## src/rtl/fp_simd_vec.sv

```systemverilog
// Lane-parallel custom-float SIMD unit: ADD/SUB/MUL/MIN/MAX per lane, plus RADD/DOT folded
// across lanes over log2(LANES) reduce steps. One op in flight; result held until consumed.

module fp_simd_lane #(
  parameter int EXP_W = 7,
  parameter int MAN_W = 14
) (
  input  logic [2:0]           op,
  input  logic [EXP_W+MAN_W:0] a,
  input  logic [EXP_W+MAN_W:0] b,
  output logic [EXP_W+MAN_W:0] r,
  output logic                 ovf
);
  localparam int FW   = 1 + EXP_W + MAN_W;
  localparam int MAGW = EXP_W + MAN_W;
  localparam int G    = 3;
  localparam int MW   = MAN_W + 1 + G;
  localparam int EW   = EXP_W + 3;
  localparam int LZW  = $clog2(MW);
  localparam int BIAS = 2**(EXP_W-1) - 1;
  localparam int EMAX = 2**EXP_W - 1;

  logic [MAGW-1:0]        mag_a, mag_b, mag_big, mag_sm;
  logic                   sb_eff, swap, s_big, s_sm;
  logic [EXP_W-1:0]       e_big, e_sm, d;
  logic [MW-1:0]          m_big, m_sm, m_sh, norm;
  logic [MW:0]            sum;
  logic [LZW-1:0]         lz;
  logic signed [EW-1:0]   e_add, e_mul;
  logic [2*MAN_W+1:0]     ma_x, mb_x, prod;
  logic [MAN_W-1:0]       f_mul;
  logic signed [MAGW:0]   key_a, key_b;
  logic [FW-1:0]          r_add, r_mul, r_mm;
  logic                   ovf_add, ovf_mul;
  logic                   unused_bits;

  // {ovf, result}: zero/underflow -> +0, exponent overflow -> saturate with flag
  function automatic logic [FW:0] pack(input logic s, input logic signed [EW-1:0] e,
                                       input logic [MAN_W-1:0] f, input logic z);
    if (z || e[EW-1] || e == '0) return '0;
    else if (e[EW-2:0] > (EW-1)'(EMAX)) return {1'b1, s, {MAGW{1'b1}}};
    else return {1'b0, s, e[EXP_W-1:0], f};
  endfunction

  always_comb begin
    mag_a   = (a[MAGW-1:MAN_W] == '0) ? '0 : a[MAGW-1:0];
    mag_b   = (b[MAGW-1:MAN_W] == '0) ? '0 : b[MAGW-1:0];
    sb_eff  = (op == 3'd1) ? ~b[FW-1] : b[FW-1];
    swap    = mag_b > mag_a;
    mag_big = swap ? mag_b : mag_a;
    mag_sm  = swap ? mag_a : mag_b;
    s_big   = swap ? sb_eff : a[FW-1];
    s_sm    = swap ? a[FW-1] : sb_eff;
    e_big   = mag_big[MAGW-1:MAN_W];
    e_sm    = mag_sm[MAGW-1:MAN_W];
    m_big   = (e_big == '0) ? '0 : {1'b1, mag_big[MAN_W-1:0], {G{1'b0}}};
    m_sm    = (e_sm == '0) ? '0 : {1'b1, mag_sm[MAN_W-1:0], {G{1'b0}}};
    d       = e_big - e_sm;
    m_sh    = (int'(d) >= MW) ? '0 : (m_sm >> d);
    lz      = '0;
    if (s_big == s_sm) sum = {1'b0, m_big} + {1'b0, m_sh};
    else               sum = {1'b0, m_big} - {1'b0, m_sh};
    e_add = $signed({{(EW-EXP_W){1'b0}}, e_big});
    if (sum[MW]) begin
      norm  = sum[MW:1];
      e_add = e_add + EW'(1);
    end else begin
      for (int k = 0; k < MW; k++) if (sum[k]) lz = LZW'(MW-1-k);
      norm  = sum[MW-1:0] << lz;
      e_add = e_add - $signed({{(EW-LZW){1'b0}}, lz});
    end
    {ovf_add, r_add} = pack(s_big, e_add, norm[MW-2 -: MAN_W], ~norm[MW-1]);

    ma_x  = {{(MAN_W+1){1'b0}}, 1'b1, a[MAN_W-1:0]};
    mb_x  = {{(MAN_W+1){1'b0}}, 1'b1, b[MAN_W-1:0]};
    prod  = ma_x * mb_x;
    e_mul = $signed({{(EW-EXP_W){1'b0}}, a[MAGW-1:MAN_W]})
          + $signed({{(EW-EXP_W){1'b0}}, b[MAGW-1:MAN_W]}) - EW'(BIAS);
    if (prod[2*MAN_W+1]) begin
      f_mul = prod[2*MAN_W -: MAN_W];
      e_mul = e_mul + EW'(1);
    end else begin
      f_mul = prod[2*MAN_W-1 -: MAN_W];
    end
    {ovf_mul, r_mul} = pack(a[FW-1] ^ b[FW-1], e_mul, f_mul, (mag_a == '0) || (mag_b == '0));

    // signed-magnitude to two's complement so -0 and +0 compare equal
    key_a = $signed({1'b0, mag_a});
    if (a[FW-1] && mag_a != '0) key_a = -key_a;
    key_b = $signed({1'b0, mag_b});
    if (b[FW-1] && mag_b != '0) key_b = -key_b;
    if (op == 3'd5) r_mm = (key_b < key_a) ? b : a;
    else            r_mm = (key_b > key_a) ? b : a;
    if (r_mm[MAGW-1:MAN_W] == '0) r_mm = '0;

    r   = '0;
    ovf = 1'b0;
    case (op)
      3'd0, 3'd1: begin r = r_add; ovf = ovf_add; end
      3'd2, 3'd4: begin r = r_mul; ovf = ovf_mul; end
      3'd3:       r = a;
      3'd5, 3'd6: r = r_mm;
      default:    ;
    endcase
  end

  assign unused_bits = ^{prod[MAN_W-2:0], norm[G-1:0]};
endmodule

module fp_simd_vec #(
  parameter int LANES = 4,
  parameter int EXP_W = 7,
  parameter int MAN_W = 14
) (
  input  logic                             clk,
  input  logic                             rst,
  input  logic                             i_en,
  input  logic [LANES*(1+EXP_W+MAN_W)-1:0] i_in1,
  input  logic [LANES*(1+EXP_W+MAN_W)-1:0] i_in2,
  input  logic [2:0]                       i_opcode,
  input  logic                             i_rdy,
  output logic [LANES*(1+EXP_W+MAN_W)-1:0] o_output,
  output logic                             o_valid,
  output logic                             o_busy,
  output logic [LANES-1:0]                 o_ovf
);
  localparam int FW = 1 + EXP_W + MAN_W;
  localparam int SW = $clog2(LANES);

  typedef enum logic [1:0] {IDLE, EXEC, REDUCE, DONE} state_e;

  state_e                   state_q, state_d;
  logic [LANES-1:0][FW-1:0] a_q, a_d, b_q, b_d, res_q, res_d, la, lb, lr;
  logic [2:0]               op_q, op_d, lop;
  logic [LANES-1:0]         ovf_q, ovf_d, lovf;
  logic                     valid_q, valid_d;
  logic [SW-1:0]            stride_q, stride_d;

  // Slot LANES-1-i holds lane i, so lane 0 sits in the MSB slice.
  always_comb begin
    la  = a_q;
    lb  = b_q;
    lop = op_q;
    if (state_q == REDUCE) begin
      la  = res_q;
      lb  = '0;
      lop = 3'd0;
      for (int i = 0; i < LANES; i++)
        for (int j = 0; j < LANES; j++)
          if (i < int'(stride_q) && (j - i) == int'(stride_q)) lb[LANES-1-i] = res_q[LANES-1-j];
    end
  end

  for (genvar g = 0; g < LANES; g++) begin : g_lane
    fp_simd_lane #(.EXP_W(EXP_W), .MAN_W(MAN_W)) u_lane (
      .op(lop), .a(la[g]), .b(lb[g]), .r(lr[g]), .ovf(lovf[g])
    );
  end

  always_comb begin
    state_d  = state_q;
    a_d      = a_q;
    b_d      = b_q;
    op_d     = op_q;
    res_d    = res_q;
    ovf_d    = ovf_q;
    stride_d = stride_q;
    case (state_q)
      IDLE: if (i_en) begin
        a_d     = i_in1;
        b_d     = i_in2;
        op_d    = i_opcode;
        state_d = EXEC;
      end
      EXEC: begin
        res_d = lr;
        ovf_d = lovf;
        if (op_q == 3'd3 || op_q == 3'd4) begin
          stride_d = SW'(LANES/2);
          state_d  = REDUCE;
        end else begin
          state_d = DONE;
        end
      end
      REDUCE: begin
        for (int i = 0; i < LANES; i++) begin
          if (i < int'(stride_q)) begin
            res_d[LANES-1-i] = lr[LANES-1-i];
            ovf_d[LANES-1-i] = ovf_q[LANES-1-i] | lovf[LANES-1-i];
          end else begin
            res_d[LANES-1-i] = '0;
          end
        end
        stride_d = stride_q >> 1;
        if (stride_q == SW'(1)) state_d = DONE;
      end
      DONE:    if (i_rdy) state_d = IDLE;
      default: state_d = IDLE;
    endcase
    valid_d = (state_d == DONE);
  end

  always_ff @(posedge clk) begin
    if (rst) begin
      state_q  <= IDLE;
      a_q      <= '0;
      b_q      <= '0;
      op_q     <= '0;
      res_q    <= '0;
      ovf_q    <= '0;
      valid_q  <= 1'b0;
      stride_q <= '0;
    end else begin
      state_q  <= state_d;
      a_q      <= a_d;
      b_q      <= b_d;
      op_q     <= op_d;
      res_q    <= res_d;
      ovf_q    <= ovf_d;
      valid_q  <= valid_d;
      stride_q <= stride_d;
    end
  end

  assign o_output = res_q;
  assign o_valid  = valid_q;
  assign o_busy   = (state_q != IDLE);
  assign o_ovf    = ovf_q;
endmodule

```

## config.mk

```make
export PLATFORM = sky130hd
export DESIGN_NAME = fp_simd_vec
export DESIGN_NICKNAME = d
export VERILOG_FILES = /design/src/rtl/fp_simd_vec.sv
export SDC_FILE = /design/constraint.sdc
export NUM_CORES = 2
export LEC_CHECK = 0
export ABC_AREA = 1
export BUFFER_PORTS_ARGS = -buffer_cell sky130_fd_sc_hd__buf_2
export CAP_MARGIN = 20
export CELL_PAD_IN_SITES_DETAIL_PLACEMENT = 1
export CELL_PAD_IN_SITES_GLOBAL_PLACEMENT = 1
export CORE_UTILIZATION = 40
export CTS_CLUSTER_DIAMETER = 30
export DETAILED_ROUTE_END_ITERATION = 6
export PLACE_DENSITY = 0.81
export SLEW_MARGIN = 20
export SYNTH_ARGS = -nofsm -noshare
export SYNTH_HDL_FRONTEND = slang
export SYNTH_SLANG_ARGS = --single-unit
```

## constraint.sdc

```tcl
create_clock -name clk -period 13.8 [get_ports clk]
set_input_delay 0.69 -clock clk [delete_from_list [all_inputs] [get_ports clk]]
set_output_delay 0.69 -clock clk [all_outputs]
set_load 0.05 [all_outputs]
```

-- Word-level counts from Yosys, hierarchy flattened
Cells that the tools add are included.
- $add $sub $neg: 40
- $mul: 4
- $lt $le $gt $ge: 27
- equal/unequal tests: 24
- shifts and indexed selects: 8
- muxes and demuxes: 211
- bitwise logic cells: 15
- reductions and logical operators: 95
- operator list (cell ; count):
    $mux W22 ; 36
    $mux W5 ; 76
    $mux W23 ; 16
    $pmux W22 S4 ; 4
    $mux W21 ; 16
    $mux W18 ; 16
    $mux W88 ; 2
    $neg A21 Y22 ; 8
    $pmux W88 S2 ; 1
    $logic_not A21 Y1 ; 8
    $reduce_bool A21 Y1 ; 8
    $logic_not A7 Y1 ; 20
    $mul A15 B15 Y30 ; 4
    $gt A22 B22 Y1 ; 4
    $lt A22 B22 Y1 ; 4
    $gt A21 B21 Y1 ; 4
    $logic_not A10 Y1 ; 8
    $mux W10 ; 8
    $add A18 B18 Y19 ; 4
    $mux W19 ; 4
    $sub A18 B18 Y19 ; 4
    $gt A9 B7 Y1 const B ; 8
    $shl A18 B5 Y18 ; 4
    $shr A18 B7 Y18 ; 4
    37 further kinds ; 153
- flip-flop bits (word level): 276
- input port bits: 183

-- Logic depth before layout (Yosys ltp)
- depth after elaboration: 46
- mapped depth: 91
- gate-level depth less buffers: 86

-- Hierarchy
Synthesis repeated with hierarchy kept, for this count alone.
- cells, all modules: 11549
- area total of the unflattened synthesis: 73978.5 µm²
- modules (own cells, without submodules) (module ; times used ; cells an instance ; area an instance (µm²) ; seq. area each (µm²)):
    fp_simd_lane at g_lane[0].u_lane ... ; 2 ; 2432 ; 15332.2 ; 0.0
    fp_simd_lane at g_lane[2].u_lane ; 1 ; 2465 ; 15618.7 ; 0.0
    fp_simd_lane at g_lane[3].u_lane ; 1 ; 2486 ; 15554.9 ; 0.0
    fp_simd_vec ; 1 ; 1734 ; 12140.4 ; 5525.3

-- Worst setup path after synthesis
No wires, ideal clock.
- path kind: flip-flop to flip-flop
- start: reg state_q[0]
- end: reg res_q (netlist bit o_output[77])
- library setup time: 70 ps
- arrival time: 10419 ps
- slack: 3311 ps
- cell stages (with the launch flop): 81
- buffers on the path: 9
- cell sequence: dfxtp_1 -> inv_1 -> ha_1 -> buf_6 -> buf_6 -> buf_6 -> buf_6 -> buf_4 -> buf_6 -> o21ai_2 -> clkinv_1 -> nor2_2 -> inv_2 -> ha_1 -> nand2_1 -> inv_1 -> o21ai_0 -> a21oi_1 -> [45 not listed] -> and2_1 -> inv_1 -> a21oi_1 -> nor2_1 -> nor2_1 -> nand4_2 -> nand2_1 -> inv_2 -> nand2_1 -> nor2_1 -> nand2_1 -> nand2_1 -> nor2_4 -> buf_6 -> nand2_1 -> nand2_1 -> nand2_1 -> a21oi_1
- longest elaborated chain between the ends: 40
- elaborated cells between the ends (all ways): 103
- RTL lines (what ; RTL line ; source):
    start: declaration ; 132 ; state_e state_q, state_d;
    start signal: assignment ; 214 ; state_q <= state_d;
    branches (longest 40 deep; another with $gt A21 B21 Y1) ; - ;
    end signal: assignment ; 218 ; res_q <= res_d;
    end: declaration ; 133 ; logic [LANES-1:0][FW-1:0] a_q, a_d, b_q, b_d, res_q, res_d, la, lb, lr;
Parallel ways; which one is timed is not known. The select of a mux whose other input is x is not followed.
A chain may end at the register's enable or synchronous reset.

-- Worst setup path after layout
- start: reg state_q[0]
- end: reg ovf_q[3] (netlist: o_ovf[3])
- longest elaborated chain between the ends: 41
- elaborated cells between the ends (all ways): 86
- RTL lines (what ; RTL line ; source):
    branches (longest 41 deep; another with $gt A21 B21 Y1) ; - ;
    end signal: assignment ; 219 ; ovf_q <= ovf_d;
    end: declaration ; 135 ; logic [LANES-1:0] ovf_q, ovf_d, lovf;
Parallel ways; which one is timed is not known. The select of a mux whose other input is x is not followed.

==> impl_metrics.env <==
export IMPL_grt_pass1_vias=81500
export IMPL_grt_pass1_wl_um=500000
export IMPL_n_fill_cell=23500
export IMPL_ant_nets=0
export IMPL_hold_ws_ns=0.279
export IMPL_std_cell_rows=154
export IMPL_max_stage_delay_ns=0.81
export IMPL_grt_max_degree=112
export IMPL_critPathCaptureType="register"
export IMPL_synth_largest_area_cell="fa_1"
export IMPL_drc=0
export IMPL_r2r_end="o_ovf[3]$_SDFFE_PP0P_"
export IMPL_root_buffer="clkbuf_16"
export IMPL_initial_utilization_pct=40.5
export IMPL_min_delay_path_depth=3
export IMPL_dr_total_vias=79000
export IMPL_synth_area_leaders="fa_1 (19%), nand2_1 (13%), ha_1 (12%)"
export IMPL_cp_slowest_cell="o21ai_1"
export IMPL_hold_viol=0
export IMPL_cpMostUsedCell="nand2_1"
export IMPL_holdPathEnd="b_q[12]$_SDFFE_PP0P_"
export IMPL_clk_path_buf_depth=3
export IMPL_min_path_type="input pin to register"
export IMPL_r2r_start="state_q[0]$_SDFF_PP0_"
export IMPL_critical_path_class="register to register"
export IMPL_reg2reg_setup_slack_ns=0.78
export IMPL_port_buffers=276
export IMPL_cts_sinks=276
export IMPL_cts_inserted_buffers=69
export IMPL_core_sq_um=177000
export IMPL_synth_edf_count=0
export IMPL_worst_ep_arrival_time_ns=13.60
export IMPL_dp_hpwl_um=268000
export IMPL_ys_async_sr_fraction_pct=0
export IMPL_yosysUniqueCellTypes=84
export IMPL_yosys_warnings=0
export IMPL_setup_viol=0
export IMPL_final_core_util_pct=44.2
export IMPL_critPathRequiredTime_ns=14.38
export IMPL_status="finished, final reports clean"
export IMPL_synthCells=11200
export IMPL_track_usage_pct=36.1
export IMPL_cts_tree="done"
export IMPL_syn2layout_area_growth_pct=9.13
export IMPL_finalMaxSlewViolations=0
export IMPL_ys_seq_area_share_pct=7.71
export IMPL_hp_start="i_in2[12]"
export IMPL_r2r_cells=69
export IMPL_dieWidth_um=425
export IMPL_drive_gt1_share_pct=8.13
export IMPL_antenna_found_initial=25
export IMPL_synth_avg_cell_area_sq_um=6.42
export IMPL_worst_pin_slew_ns=1.25
export IMPL_drt_iter0_markers=6820
export IMPL_num_nets_final=12800
export IMPL_cap_viol_max_count=0
export IMPL_slew_headroom_pct=15.7
export IMPL_fin_worst_skew_ns=0.0306
export IMPL_fin_crit_ns=13.02
export IMPL_synth_top_area_share_pct=18.9
export IMPL_route_final_wire_length_um=333000
export IMPL_synth_flop_cell="dfxtp_1"
export IMPL_period_share_pct=94.3
export IMPL_die_y_um=425
export IMPL_syn_nets=12700
export IMPL_htree_levels=3
export IMPL_gp_congestion=1.03
export IMPL_fmax_mhz=76.8
export IMPL_drt_pass1_iterations=6
export IMPL_viasPerCell=5.79
export IMPL_clk_pin_slew_worst_paths_ns=0.05
export IMPL_crit_fanout=59
export IMPL_ys_ff_latch=276
export IMPL_route_detailed_wl_per_inst_um=24.4
export IMPL_syn_area_sq_um=71700
export IMPL_start_kind="register"
export IMPL_overflow=0
export IMPL_io_pins=277
export IMPL_die_area_sq_um=181000
export IMPL_clkLatencyLatePin_ns=0.67
cell usage after synthesis (29+ instances only):
master / number
a211oi_1: 87
a21oi_1: 691
a31oi_1: 29
buf_1: 33
buf_2: 58
buf_6: 35
clkbuf_1: 313
clkinv_1: 36
dfxtp_1: 276
fa_1: 676
ha_1: 677
inv_1: 1621
inv_2: 65
nand2_1: 2526
nand2_2: 31
nand3_1: 729
nand4_1: 88
nor2_1: 1353
nor3_1: 98
o211ai_1: 53
o21ai_0: 649
o21ai_1: 87
o21ai_2: 33
o21bai_1: 36
o22ai_1: 71
or2_2: 33
xnor2_1: 74
xor2_1: 338
layer usage:
layer	part of all wire, %	up-vias	global-route usage (%)
met5	0.040	-	0
li1	-	35900	-
met1	39	39000	43.7
met3	7.6	972	7.13
met2	44	3148	56.7
met4	8.5	22	26.7
critical path: cells and delay by family (launching register included):
family | cells | cell delay [ns]
flip-flops | 1 | 0.42
AND/OR/NAND/NOR | 31 | 4.83
AO/OA/AOI/OAI | 17 | 3.01
XOR/XNOR | 2 | 0.33
buffers and inverters | 13 | 2.29
adder cells (fa/ha/maj) | 6 | 1.96
registers in the layout (all words and copies together) (netlist names):
signal and cells:
stride_q 2, op_q 3, o_valid 1, b_q 88, a_q 88, o_output 88
state_q 2, o_ovf 4
final cells by class:
class                      count  area, sq um  area share, %
clock buffer                  78         1810           2.32
tap                         2340         2930           3.74
timing repair buffer         475         3040           3.88
sequential                   276         5530           7.07
antenna                       11         27.5         0.0352
multi-input combinational   8695        57900           74.0
inverter                    1725         6520           8.33
clock inverter                48          484          0.619
worst max-delay path by stage:
stage	from	endpoint	slack, ns	cells past startpoint
2_1_floorplan	state_q[0]$_SDFF_PP0_	o_output[77]$_SDFFE_PP0P_	3.31	80
3_3_place_gp	state_q[0]$_SDFF_PP0_	o_ovf[3]$_SDFFE_PP0P_	0.18	70
3_5_place_dp	state_q[0]$_SDFF_PP0_	o_ovf[3]$_SDFFE_PP0P_	-0.25	76
4_1_cts	state_q[0]$_SDFF_PP0_	o_ovf[3]$_SDFFE_PP0P_	0.09	77
5_1_grt	state_q[0]$_SDFF_PP0_	o_output[20]$_SDFFE_PP0P_	-0.05	82
6_report	state_q[0]$_SDFF_PP0_	o_ovf[3]$_SDFFE_PP0P_	0.78	69
through the flow:
step	std cells	worst slack, ns	cell area [sq um]	TNS (ns)
3_3_place_gp	13500	0.175	75200	0
4_1_cts	13600	0.0897	77600	0
6_report	13600	0.783	78200	0
5_1_grt	13600	-0.0508	78200	-0.329
3_5_place_dp	13500	-0.250	75300	-2.71
2_1_floorplan	11200	3.31	71700	0
layout by cell type, fill, tap and decap left out, types with 184 or more instances in the layout:
cell	n
ha_1	676
fa_1	676
nand3_1	728
nor2_1	1325
o21ai_0	634
buf_4	184
a21oi_1	691
xor2_1	335
dfxtp_1	275
inv_1	1615
buf_2	276
nand2_1	2520
cells by family (layout without fill, tap and decap cells):
| family | after synthesis | after routing | share of synthesized area [%] |
|---|---|---|---|
| other | 0 | 11 | 0 |
| AND/OR/NAND/NOR | 4986 | 4991 | 28.9 |
| adder cells (fa/ha/maj) | 1353 | 1353 | 30.7 |
| buffers and inverters | 2192 | 2326 | 12.1 |
| XOR/XNOR | 417 | 417 | 5.15 |
| flip-flops | 276 | 276 | 7.71 |
| AO/OA/AOI/OAI | 1933 | 1934 | 15.4 |
repair_timing:
action,in CTS,in global routing
buffers inserted,0,14
hold buffers,0,0
gates resized for setup,3,80
pin swaps,0,8
endpoints found under the setup margin,23,91
cloned,0,7
endpoints found under the hold margin,0,0
Power is not shown: default switching activity piles up to over one toggle a cycle in this logic, so the estimate is an artifact.
